File: config.mk
export PLATFORM = sky130hd
export DESIGN_NAME = serial_shift_param
export DESIGN_NICKNAME = d
export VERILOG_FILES = /design/src/rtl/serial_pkg.sv /design/src/rtl/serial_bit_counter.sv /design/src/rtl/serial_shift_param.sv
export SDC_FILE = /design/constraint.sdc
export NUM_CORES = 1
export LEC_CHECK = 0
export ABC_AREA = 0
export BUFFER_PORTS_ARGS = -buffer_cell sky130_fd_sc_hd__buf_2
export CAP_MARGIN = 15
export CORE_MARGIN = 2
export CORE_UTILIZATION = 28
export CTS_CLUSTER_SIZE = 20
export DETAILED_ROUTE_END_ITERATION = 7
export GPL_TIMING_DRIVEN = 1
export SLEW_MARGIN = 20
export SYNTH_ARGS = -nofsm -noshare
export SYNTH_HDL_FRONTEND = slang
export SYNTH_HIERARCHICAL = 1
export SYNTH_SLANG_ARGS = --single-unit
File: constraint.sdc
create_clock -name clk -period 2.75 [get_ports clk]
set_input_delay 0.55 -clock clk [delete_from_list [all_inputs] [get_ports clk]]
set_output_delay 0.55 -clock clk [all_outputs]
set_load 0.02 [all_outputs]
File: src/rtl/serial_pkg.sv
// Shared constants and helpers for the serial shift register family.
package serial_pkg;

  localparam logic DIR_RIGHT = 1'b0;
  localparam logic DIR_LEFT  = 1'b1;

  // Width of a counter that must hold 0..width-1, never narrower than one bit.
  function automatic int cnt_width(input int width);
    return (width <= 2) ? 1 : $clog2(width);
  endfunction

endpackage

File: src/rtl/serial_bit_counter.sv
// Counts accepted shifts modulo WIDTH and emits a registered pulse on each wrap.
module serial_bit_counter
  import serial_pkg::*;
#(
  parameter int WIDTH = 4,
  localparam int CW   = cnt_width(WIDTH)
) (
  input  logic          clk,
  input  logic          rst,
  input  logic          clr,
  input  logic          inc,
  output logic [CW-1:0] cnt,
  output logic          wrap_pulse
);

  localparam logic [CW-1:0] LAST = CW'(WIDTH - 1);

  // NOTE: sequential state uses non-blocking (<=) so every flop samples pre-edge values.
  always_ff @(posedge clk) begin
    if (!rst) begin
      cnt        <= '0;
      wrap_pulse <= 1'b0;
    end else if (clr) begin
      cnt        <= '0;
      wrap_pulse <= 1'b0;
    end else if (inc) begin
      cnt        <= (cnt == LAST) ? '0 : cnt + 1'b1;
      wrap_pulse <= (cnt == LAST);
    end else begin
      wrap_pulse <= 1'b0;
    end
  end

endmodule

File: src/rtl/serial_shift_param.sv
// WIDTH-bit bidirectional serial shift register with parallel load and word pulse.
// Optional rotate mode (input rot) is enabled by defining SERIAL_SHIFT_ROTATE_EN.
module serial_shift_param
  import serial_pkg::*;
#(
  parameter int               WIDTH     = 4,
  parameter logic [WIDTH-1:0] RESET_VAL = {WIDTH{1'b0}}
) (
  input  logic             clk,
  input  logic             rst,
  input  logic             shift_en,
  input  logic             dir,
  input  logic             sin,
  input  logic             load,
  input  logic [WIDTH-1:0] pin,
`ifdef SERIAL_SHIFT_ROTATE_EN
  input  logic             rot,
`endif
  output logic             sout,
  output logic [WIDTH-1:0] pout,
  output logic             word_done
);

  localparam int CW = cnt_width(WIDTH);

  logic [WIDTH-1:0] q;
  logic [WIDTH-1:0] q_shifted;
  logic             fill;
  logic [CW-1:0]    cnt;

  assign sout = (dir == DIR_LEFT) ? q[WIDTH-1] : q[0];

  // In rotate mode the ejected bit is exactly what re-enters at the far end.
`ifdef SERIAL_SHIFT_ROTATE_EN
  assign fill = rot ? sout : sin;
`else
  assign fill = sin;
`endif

  // NOTE: every always_comb output gets a default first so no path infers a latch.
  always_comb begin
    q_shifted = q;
    if (dir == DIR_LEFT) q_shifted = {q[WIDTH-2:0], fill};
    else                 q_shifted = {fill, q[WIDTH-1:1]};
  end

  always_ff @(posedge clk) begin
    if (!rst)          q <= RESET_VAL;
    else if (load)     q <= pin;
    else if (shift_en) q <= q_shifted;
  end

  assign pout = q;

  serial_bit_counter #(.WIDTH(WIDTH)) u_counter (
    .clk        (clk),
    .rst        (rst),
    .clr        (load),
    .inc        (shift_en & ~load),
    .cnt        (cnt),
    .wrap_pulse (word_done)
  );

  // A word pulse always coincides with a freshly wrapped counter.
  assert property (@(posedge clk) disable iff (!rst) word_done |-> (cnt == '0));

endmodule
==> results.md <==
- Status: complete, no violations
- Placeable core area: 1300 sq um
- Synth Net Count: 49
- Post-CTS resize count: 0
- Clock skew: 0.00800 ns
- Fin crit share: 63.7%
- CTS Sinks: 7
- RSZ-0062 raised after global routing: false
- Crit. End Element: primary output
- Worst Setup Start Kind: primary input
- Final Critical Period: 1.75 ns
- Final worst slack: 0.999 ns
- Syn Inst Count: 38
- I/O Buffers: 15
- Dpl cells: 66
- Die X: 41.5 microns
- Pwr dens: 505 nW/um^2
- Clock slew at reported path FFs: 0.06 ns
- P_leak: 0.000232 uW
- CP Class: in2out
- Vias per cell: 4.73
- Initial antenna violation count: 0
- Worst-path fanout max: 5
- MaxCap Viol Count: 0
- Die Ht: 41.5 microns
- Synth Cell Area: 394 sq um
- # diodes: 0
- Inserted Clock Buffers: 3
- Final Hold Violating Endpoints: 0
- CP max stage delay: 0.34 ns
- Syn-to-layout area delta: 25.7%
- Clock power frac: 38.4%
- 1st-pass router iterations: 3
- GR Util All Layers: 10.9%
- Global placer's final weighted congestion: 0.650
- Post-placement worst setup slack: 0.994 ns
- IO Pins: 16
- Power share of the sequential group: 44.3%
- Routed wire length: 792 microns
- Post-CTS Setup Inserts: 0
- Routed Antenna Nets: 0
- Total gr overflow: 0
- Data required time of the worst path: 2.20 ns
- CTS Buffer Depth: 2
- Setup violators final: 0
- Hpwl dp: 623 microns
- Final nets: 67
- Seq/Total Area, Yosys: 35.6%
- YS warnings: 6
- DR WL/cell: 11.3 microns
- Fmax: 0.571 GHz
- Synth Register Bits: 7
- Crit-path cells: buf_2 -> mux2_2 -> buf_2
- Most used cell, CP: buf_2
- Worst Path Arrival: 1.20 ns
- Clock latency on the worst-skew pair: 0.25 ns
- Fin cells: 70
- Root Driver: clkbuf_4
- Setup tns final: 0 ns
- Share of post-route cells with drive strength above 1: 43.6%
- CTS tree: yes
- DR vias: 331
- Slew Limit Fails: 0
- Pint: 182 uW
- Sw Ratio: 27.1%
- Initial DRC count: 6
- Post-Synthesis Mean Instance Area: 10.4 sq um
- Largest net degree at the start of global routing: 12
- Vias in the first global route: 346
- Slew of the pin with the lowest slew margin: 0.151 ns
- Combinational share of power: 17.3%
- Yosys cell types: 16
- Slew headroom: 89.7%
- Critical-path top delay cell: mux2_2
- First-pass GRT wire length: 1410 microns
- Row count: 13
- # hold bufs at CTS: 0
- Hold crit path type: reg2reg
- DIE AREA: 1720 sq um
- Sw Pwr: 67.9 uW
- Drt drc: 0
- H-tree Lvls: 1
- Initial Util: 30.3%
- Peak supply drop: 0.000231 V
-- final timing paths --
check / start / end / slack (ns) / cells after the start
worst min register to register: u_counter/cnt[0] / u_counter/cnt[0] / 0.50 / 2
worst max-delay path: dir / sout / 1.0 / 3
worst min-delay path: u_counter/cnt[0] / u_counter/cnt[0] / 0.50 / 2
worst max register to register: u_counter/cnt[0] / u_counter/cnt[0] / 1.69 / 3
-- power groups by stage --
stage | sequential [uW] | clock [uW] | combinational [uW]
2_1_floorplan | 117 | 0 | 24.6
3_3_place_gp | 113 | 0 | 43.4
3_5_place_dp | 113 | 0 | 43.7
4_1_cts | 111 | 100 | 43.8
5_1_grt | 112 | 105 | 47.1
6_report | 111 | 96.0 | 43.3
-- final cells by class --
type,instances,area [sq um]
Tap cell,15,18.8
Timing Repair Buffer,15,75.1
Sequential cell,7,140
Multi-Input combinational cell,29,235
Fill cell,164,806
Clock buffer,4,26.3
-- stage by stage --
step	cell area, sq um	total power, uW	util, %	hold slack [ns]
after global routing	495	265	38.1	0.523
final	495	250	38.1	0.504
after floorplan	394	142	-	0.465
after global placement	469	156	36.1	0.484
after detailed placement	469	157	36.1	0.500
after CTS	495	255	38.1	0.511
-- critical path, delay by kind of cell --
kind                   cells  cell delay, ns
multiplexers               1            0.34
buffers and inverters      2            0.31
-- state kept, by name, summed over array words and instances, names as in the netlist --
signal                cells
pout                      4
u_counter/cnt             2
u_counter/wrap_pulse      1
-- placed cells by master, fill, tap and decap left out, drive strengths merged --
| cell | instances |
|---|---|
| o221ai | 4 |
| buf | 15 |
| nand2 | 1 |
| and2b | 1 |
| mux2 | 1 |
| a21oi | 1 |
| nand3b | 1 |
| nand2b | 7 |
| clkbuf | 4 |
| nand3 | 4 |
| nor2 | 2 |
| or3b | 1 |
| dfxtp | 7 |
| ha | 1 |
| mux2i | 5 |
-- cells in the mapped netlist, drive strengths merged --
master / instances / area, sq um
a21oi: 1 / 8.76
nand2b: 7 / 48.8
nand2: 1 / 3.75
ha: 1 / 12.5
mux2i: 5 / 50.1
dfxtp: 7 / 140
buf: 2 / 18.8
nor2: 2 / 7.51
or3b: 1 / 8.76
nand3b: 1 / 20.0
nand3: 4 / 20.0
o221ai: 4 / 35.0
mux2: 1 / 11.3
and2b: 1 / 8.76
-- routing by layer --
layer	track usage, %	wire length [microns]
met1	11.3	342
met2	17.5	378
met3	3.48	71
met4	9.68	0
met5	0	0
-- cells by family after synthesis --
logic type | count (synthesis) | share of synthesized area (%)
buffers and inverters | 2 | 4.76
muxes | 6 | 15.6
adders and majority gates | 1 | 3.17
AOI/OAI and AO/OA | 5 | 11.1
DFF | 7 | 35.6
and+or+nand+nor | 17 | 29.8
No activity file was read; power rests on OpenSTA's default activity.
